**config.mk**
```make
export PLATFORM = sky130hd
export DESIGN_NAME = stopwatch_bcd
export DESIGN_NICKNAME = d
export VERILOG_FILES = /design/src/rtl/stopwatch_bcd.sv
export SDC_FILE = /design/constraint.sdc
export NUM_CORES = 1
export LEC_CHECK = 0
export BUFFER_PORTS_ARGS = -buffer_cell sky130_fd_sc_hd__buf_2
export CORE_ASPECT_RATIO = 2
export CORE_MARGIN = 5
export CORE_UTILIZATION = 40
export DETAILED_ROUTE_END_ITERATION = 16
export SLEW_MARGIN = 20
export SYNTH_ARGS = -nofsm -noshare
export SYNTH_HDL_FRONTEND = slang
export SYNTH_SLANG_ARGS = --single-unit
```
**constraint.sdc**
```tcl
create_clock -name clk -period 3.11 [get_ports clk]
set_input_delay 0.1555 -clock clk [delete_from_list [all_inputs] [get_ports clk]]
set_output_delay 0.1555 -clock clk [all_outputs]
set_load 0.01 [all_outputs]
```
**src/rtl/stopwatch_bcd.sv**
```systemverilog
// Eight-digit BCD stopwatch (HH MM SS cc) with debounced front-panel buttons.
// Define STOPWATCH_LAP_EN to enable the lap/freeze display via btn_lap.
module stopwatch_bcd #(
    parameter int unsigned CLK_HZ    = 100_000_000,
    parameter int unsigned TICK_HZ   = 100,
    parameter int unsigned DB_CYCLES = 1_000_000
) (
    input  logic        clk,
    input  logic        rst,
    input  logic        btn_start,
    input  logic        btn_clear,
    input  logic        btn_lap,
    output logic [31:0] digits,
    output logic        running,
    output logic        frozen
);
    localparam int unsigned DIV = CLK_HZ / TICK_HZ;
    localparam int unsigned PW  = $clog2(DIV);
    localparam int unsigned DBW = $clog2(DB_CYCLES + 1);
    // Per-digit wrap values, C0 first; hours are handled separately.
    localparam logic [5:0][3:0] LIM = {4'd5, 4'd9, 4'd5, 4'd9, 4'd9, 4'd9};
`ifdef STOPWATCH_LAP_EN
    localparam int unsigned NB = 3;
`else
    localparam int unsigned NB = 2;
`endif

    logic [NB-1:0] raw;
    logic [NB-1:0] ev;
`ifdef STOPWATCH_LAP_EN
    assign raw = {btn_lap, btn_clear, btn_start};
`else
    logic unused_lap;
    assign unused_lap = btn_lap;
    assign raw        = {btn_clear, btn_start};
`endif

    // Synchronize, debounce and edge-detect each button.
    for (genvar g = 0; g < NB; g++) begin : g_btn
        logic           s1, s2, lvl, lvl_d, evq;
        logic [DBW-1:0] cnt;
        always_ff @(posedge clk or posedge rst) begin
            if (rst) begin
                s1    <= 1'b0;
                s2    <= 1'b0;
                lvl   <= 1'b0;
                lvl_d <= 1'b0;
                evq   <= 1'b0;
                cnt   <= '0;
            end else begin
                s1    <= raw[g];
                s2    <= s1;
                lvl_d <= lvl;
                evq   <= lvl & ~lvl_d;
                if (s2 == lvl) begin
                    cnt <= '0;
                end else if (cnt == DBW'(DB_CYCLES)) begin
                    lvl <= s2;
                    cnt <= '0;
                end else begin
                    cnt <= cnt + DBW'(1);
                end
            end
        end
        assign ev[g] = evq;
    end

    logic                ev_start, ev_clear, tick_c, carry, run_nxt;
    logic [PW-1:0]       pre, pre_nxt;
    logic [7:0][3:0]     tm, tm_inc, tm_nxt;

    assign ev_start = ev[0];
    assign ev_clear = ev[1];
    assign tick_c   = running && (pre == PW'(DIV - 1));

    // Cascaded BCD increment with 23:59:59.99 -> 00:00:00.00 wrap.
    always_comb begin
        tm_inc = tm;
        carry  = 1'b1;
        for (int i = 0; i < 6; i++) begin
            if (carry) begin
                if (tm[i] == LIM[i]) begin
                    tm_inc[i] = 4'd0;
                end else begin
                    tm_inc[i] = tm[i] + 4'd1;
                    carry     = 1'b0;
                end
            end
        end
        if (carry) begin
            if (tm[7] == 4'd2 && tm[6] == 4'd3) begin
                tm_inc[7] = 4'd0;
                tm_inc[6] = 4'd0;
            end else if (tm[6] == 4'd9) begin
                tm_inc[7] = tm[7] + 4'd1;
                tm_inc[6] = 4'd0;
            end else begin
                tm_inc[6] = tm[6] + 4'd1;
            end
        end
    end

    // Clear dominates a coincident tick; start toggles independently.
    always_comb begin
        run_nxt = running ^ ev_start;
        pre_nxt = pre;
        tm_nxt  = tm;
        if (ev_clear) begin
            pre_nxt = '0;
            tm_nxt  = '0;
        end else if (running) begin
            pre_nxt = tick_c ? '0 : pre + PW'(1);
            if (tick_c) tm_nxt = tm_inc;
        end
    end

    always_ff @(posedge clk or posedge rst) begin
        if (rst) begin
            running <= 1'b0;
            pre     <= '0;
            tm      <= '0;
        end else begin
            running <= run_nxt;
            pre     <= pre_nxt;
            tm      <= tm_nxt;
        end
    end

`ifdef STOPWATCH_LAP_EN
    logic        frozen_nxt;
    logic [31:0] disp;

    always_comb begin
        frozen_nxt = frozen;
        if (ev_clear) frozen_nxt = 1'b0;
        else if (ev[2] && (running || frozen)) frozen_nxt = ~frozen;
    end

    // Display holds the time seen in the lap-event clock while frozen.
    always_ff @(posedge clk or posedge rst) begin
        if (rst) begin
            frozen <= 1'b0;
            disp   <= '0;
        end else begin
            frozen <= frozen_nxt;
            if (!frozen_nxt) disp <= tm_nxt;
            else if (!frozen) disp <= tm;
        end
    end

    assign digits = disp;
`else
    assign frozen = 1'b0;
    assign digits = tm;
`endif

endmodule

```
==> flow_summary.toml, run 1 <==
[die]
die_w_um = 91.0
core_area_um2 = 12900
ios = 39
die_h_um = 172
initial_core_util_pct = 40.6
dieArea_um2 = 15600
rows = 59

[clock_network]
cts_buffers = 9
path_clk_slew_ns = 0.08
cts_max_level = 3
cts_tree = "yes"
cts_root_buffer = "clkbuf_16"
clock_path_buffers = 2
cts_resized = 0
clock_latency_ns = 0.36
cts_setup_buffers = 0
numClockSinks = 103
hold_buffers = 3

[timing]
setup-violations-final = 0
worst_pin_slew_ns = 0.858
rsz0062_at_grt = "false"
fin_crit_sh_pct = 78.4
slew_viol_final = 0
hold_ws_ns = 0.352
fin_worst_skew_ns = 0.0131
period_needed_ns = 2.44
finalSetupTns_ns = 0
slew_headroom_pct = 42.2
finalHoldViolations = 0
fmax_mhz = 410

[finish]
drive_gt1_share_pct = 12.2
area_growth_pct = 13.5
n_antenna_cell = 0
final_nets = 599

[setup_path]
cpPeakStageDelay_ns = 0.61
cp.buffers_inverters = 0
worstSetupEndpointType = "flop"
cp.arrival_ns = 2.68
crit_type = "flop to flop"
crit_family = "simple AND/OR/NAND/NOR gates"
startpoint_type = "flop"
path_max_fanout = 6
crit_chain = "or4bb_1 > a2111oi_4 > and4_1 > and2_2 > mux2_1"
crit_required_ns = 3.35
cp_slowest_cell = "or4bb_1"

[placed_design]
port_buffers = 36
gp_congestion = 0.822
hpwlAfterDp_mm = 7.86

[routing]
vias = 3986
drt_wl_total_mm = 11.1
vias_per_cell = 5.42
ant_nets = 0
drc = 0
drtPass1Iterations = 4
drt_iter0_drc = 169
wl_per_cell_um = 15.0

[synthesis]
yosys.area.top_type = "dfrtp_1"
synth_area_per_cell_um2 = 9.78
synth_nets = 556
syn-cell-area_um2 = 5240
yosysMostFrequentCell = "dfrtp_1"
post_synth_num_cell_types = 57
synthCells = 536
synth_top_area_share_pct = 49.2
yosysSeqAreaShare_pct = 49.2
synthFlopType = "dfrtp_1"
synth_area_leaders = "dfrtp_1 49%, xor2_1 6.2%, nor2_1 5.7%"
ys_top_cells_by_count = "103 x dfrtp_1, 80 x nor2_1, 37 x xor2_1, 35 x nand2_1, 26 x nand3_1"
ys_ff_latch = 103
synthArstFlopShare_pct = 100
synth-edff-count = 0
synth_warnings = 0

[power]
share_seq_of_total_power_pct = 52.2
p_sw_uw = 593
internal-power_uw = 2000
power_density_nw_per_um2 = 436
ir_worst_vdd_v = 0.000288
p_leak_uw = 0.00274
clock_power_share_pct = 45.4
comb_power_share_pct = 2.4
p_total_uw = 2600
switching_share_pct = 22.8

[outcome]
status = "completed"

[global_route]
overflow = 0
grt_pass1_wl_mm = 18.9
grt_pass1_vias = 4113
antenna_found_initial = 0
grt_max_degree = 62
globalRouteTotalUtil_pct = 14.7

[hold_path]
min_path_type = "flop to flop"

[flow_run]
maxCapViolCount = 0
==> area by class of cell <==
cell class | instances | area, µm²
inverters | 25 | 96.3
clock buffers | 10 | 229
flip-flops and latches | 103 | 2580
fillers | 1255 | 6970
clock inverters | 6 | 76.3
repair buffers | 46 | 275
well taps | 152 | 190
multi-input cells | 394 | 2500
==> final timing paths <==
check	start	end	slack, ns	depth (start not counted)
max reg2reg	digits[15]	digits[29]	0.67	5
min reg2reg	g_btn[0].s1	g_btn[0].s2	0.35	0
max in group asynchronous	rst	ev_start	1.92	4
min	g_btn[0].s1	g_btn[0].s2	0.35	0
max	digits[15]	digits[29]	0.67	5
min in group asynchronous	rst	g_btn[1].s1	0.50	3
==> power by group through the flow <==
stage          logic (µW)  registers (µW)  clock network (µW)
2_1_floorplan        44.1            1380                   0
3_3_place_gp         60.2            1380                   0
4_1_cts              66.1            1350                1220
6_report             62.0            1360                1180
5_1_grt              74.2            1360                1270
3_5_place_dp         62.9            1380                   0
==> flip-flops by register name, indices dropped and copies added, names as in the netlist, 2 cells and up <==
register / flops
g_btn.cnt: 40
digits: 32
pre: 20
g_btn.lvl: 2
g_btn.lvl_d: 2
g_btn.s1: 2
g_btn.s2: 2
==> cell families after synthesis <==
kind of cell             count (synthesis)  synth area share (%)
AND/OR/NAND/NOR                        256                  26.2
flip-flops                             103                  49.2
XOR/XNOR                                60                  10.0
AO/OA/AOI/OAI                           56                  6.73
buffers and inverters                   39                  3.06
adder cells (fa/ha/maj)                 15                  3.58
multiplexers                             6                  1.22
other                                    1                0.0715
==> layer usage <==
layer / vias to the layer above / GRT usage, % / routed length (µm)
li1: 1941 / - / -
met1: 1984 / 14.9 / 4220
met2: 46 / 29.1 / 6360
met3: 15 / 2.35 / 284
met4: 0 / 5.62 / 202
met5: - / 0 / 0
==> cells in the final DEF (no fill, tap or decap), drive strengths merged, types with 3 or more instances in the layout <==
master,netlist,layout
inv,25,28
nand4,21,21
xor2,37,37
dlygate4sd3,0,3
nand2,35,35
buf,4,43
clkbuf,10,10
a31o,3,3
nor2,80,80
a21oi,21,21
xnor2,23,23
o21ai,17,17
ha,15,15
nand3,27,27
mux2,3,3
nand2b,3,3
and3,14,14
nor4b,5,5
nor2b,9,9
nor4,11,11
or4,5,5
mux2i,3,3
or3,11,11
dfrtp,103,103
nand4b,3,3
and2,5,5
nand3b,6,6
nor3,9,9
and4,5,5
==> per-stage QoR <==
stage | instance area [µm²] | worst slack [ns] | util, % | cells
after floorplan | 5240 | 0.251 | - | 536
after CTS | 5950 | 0.638 | 46.1 | 736
after global routing | 5950 | 0.472 | 46.1 | 736
after detailed placement | 5610 | 0.657 | 43.5 | 717
after global placement | 5610 | 0.694 | 43.5 | 717
final | 5950 | 0.672 | 46.1 | 736
Power figures use the tool's default switching activity.
==> inputs of run 2 (changes only) <==
Settings changed: ABC_AREA from default to 1.
Clock period 3.11 ns to 2 ns, I/O delays scaled along.
==> run 2 against run 1 <==
Sequential share of layout area decreased by 4.3 points. Power increased by 53%. Non-clock buffer count increased by 12. Flip-flop and latch count unchanged. Critical path depth increased by 5. Die area increased by 8.7%. Synthesized area increased by 9.5%. Maximum frequency increased by 33%. Largest cell class is now multi-input gates.
==> flow_summary.toml, run 2 <==
[die]
die_w_um = 94.7
die_h_um = 179
dieArea_um2 = 17000
ios = 39
initial_core_util_pct = 40.2
core_area_um2 = 14300
rows = 62

[finish]
final_area_um2 = 6610
final_nets = 806
multi_input_area_um2 = 2740
final_common_cell = "nand2_1"
area_growth_pct = 15.1
top_register = "g_btn.cnt"
seq_area_um2 = 2580
layout_common_cells = "143 x nand2_1, 105 x nor2_1, 103 x dfrtp_1"
n_antenna_cell = 0
drive_gt1_share_pct = 14.9
largest_reg_flops = 40
nFillCells = 1438

[synthesis]
synth_top_area_share_pct = 44.9
ys_top_cells_by_count = "144 x nand2_1, 106 x nor2_1, 103 x dfrtp_1, 92 x inv_1, 41 x nor3_1"
synth_area_leaders = "dfrtp_1 45%, nand2_1 9.4%, nor2_1 6.9%"
synth_warnings = 0
yosys.area.top_type = "dfrtp_1"
synth_area_per_cell_um2 = 7.92
synth_nets = 745
synthArstFlopShare_pct = 100
yosysSeqAreaShare_pct = 44.9
syn-cell-area_um2 = 5740
synthFlopType = "dfrtp_1"
yosysMostFrequentCell = "nand2_1"
ys_ff_latch = 103
post_synth_num_cell_types = 41
synth-edff-count = 0
synthCells = 725

[timing]
period_needed_ns = 1.83
hold_ws_ns = 0.339
finalHoldViolations = 0
slew_viol_final = 0
worst_pin_slew_ns = 0.526
setup-violations-final = 0
slew_headroom_pct = 65.0
fin_crit_sh_pct = 91.4
fmax_mhz = 547
fin_worst_skew_ns = 0.0112

[placed_design]
detailed_place.area_um2 = 6230
hpwlAfterDp_mm = 9.62
port_buffers = 36
gp_congestion = 0.869

[global_route]
grt_pass1_wl_mm = 21.5
grt_pass1_vias = 4812
antenna_found_initial = 0
globalRouteTotalUtil_pct = 15.5
grt_max_degree = 43
overflow = 0

[routing]
drc = 0
drt_wl_total_mm = 12.7
route.met3.wl_um = 324
dr_wl_met2_mm = 7.14
top_layer_used = "met4"
ant_nets = 0
vias = 4800
wl_per_cell_um = 12.9
drt_iter0_drc = 132
vias_per_cell = 4.88
met1_length_mm = 4.85
drtPass1Iterations = 4

[power]
power_density_nw_per_um2 = 600
ir_worst_vdd_v = 0.000357
p_leak_uw = 0.00314

[setup_path]
crit_required_ns = 2.23
path_max_fanout = 6
cp.arrival_ns = 2.05
crit_type = "flop to flop"
cp.buffers_inverters = 2
crit_family = "simple AND/OR/NAND/NOR gates"
cpPeakStageDelay_ns = 0.38
cp_slowest_cell = "dfrtp_1"
crit_chain = "ha_2 > nand3_2 > inv_1 > nand2_1 > nor3_2 > nand2_2 > nand2_4 > inv_2 > nand2_1 > o21ai_0"
startpoint_type = "flop"
cp_common_cell = "nand2_1"
worstSetupEndpointType = "flop"

[clock_network]
cts_buffers = 9
path_clk_slew_ns = 0.08
cts_tree = "yes"
cts_root_buffer = "clkbuf_16"
numClockSinks = 103
clock_latency_ns = 0.34
cts_max_level = 3
clock_path_buffers = 2

[outcome]
status = "completed"

[hold_path]
min_path_type = "primary input to asynchronous set/reset pin"

[flow_run]
maxCapViolCount = 0
==> run 2: changes by cell type in the layout (fill, tap and decap cells not counted), moves of 14 or more <==
cell     before  now
nor2_1       80  105
xnor2_1      23    9
nand3_1      26   40
nand2_1      35  143
inv_1        24   91
nor3_1        9   41
==> run 2: metrics by stage <==
stage          worst slack [ns]  instances    TNS (ns)  utilization, %  total power [µW]
3_3_place_gp              0.231        957           0            43.6              2260
2_1_floorplan             0.361        725           0               -              2220
6_report                  0.173        983           0            46.3              3960
4_1_cts                   0.120        976           0            45.9              4020
3_5_place_dp              0.137        957           0            43.6              2260
5_1_grt              -0.0000584        983  -0.0000584            46.3              4110
==> run 2: final timing paths <==
path,startpoint,end,slack (ns),cells past startpoint
max,pre[0],pre[16],0.17,10
min,rst,g_btn[1].cnt[10],0.34,3
max reg2reg,pre[0],pre[16],0.17,10
min reg2reg,g_btn[0].s1,g_btn[0].s2,0.35,0
max in group asynchronous,rst,digits[6],1.08,4
min in group clk,g_btn[0].s1,g_btn[0].s2,0.35,0
==> run 2: cell families after synthesis <==
| logic type | count (synthesis) | synth area share [%] |
|---|---|---|
| AO/OA/AOI/OAI | 60 | 5.71 |
| XOR/XNOR | 38 | 5.80 |
| buffers and inverters | 107 | 7.63 |
| flip-flops | 103 | 44.9 |
| adder cells (fa/ha/maj) | 15 | 3.27 |
| other | 1 | 0.0653 |
| AND/OR/NAND/NOR | 401 | 32.7 |
==> run 2: power breakdown <==
part | switching, µW | total (µW) | internal, µW
Sequential | 9.56 | 2100 | 2100
Clock | 776 | 1740 | 967
Combinational | 82.9 | 116 | 33.3
==> run 2: tightest hold or removal path, stage by stage <==
cell and delay, ns:
dlygate4sd3_1 0.53, buf_2 0.13, clkinvlp_4 0.36
==> run 2: layout make-up <==
type | count | share of cell area [%]
multi-input combinational | 516 | 41.5
sequential | 103 | 39.0
inverter | 98 | 5.77
timing repair buffer | 58 | 5.72
tap | 192 | 3.63
clock buffer | 10 | 3.46
clock inverter | 6 | 0.928
==> run 2: layer usage <==
metal  vias up  global-route usage, %
li1       2439                      -
met1      2270                   15.8
met2        65                   29.4
met3        26                   2.76
met4         0                   6.88
met5         -                      0
==> run 2: what timing repair did <==
item                                    in CTS  in global routing
endpoints found under the setup margin       0                  8
hold endpoints to repair                    21                  0
setup buffers                                0                  6
resized for setup                            0                  3
hold buffers                                 3                  0
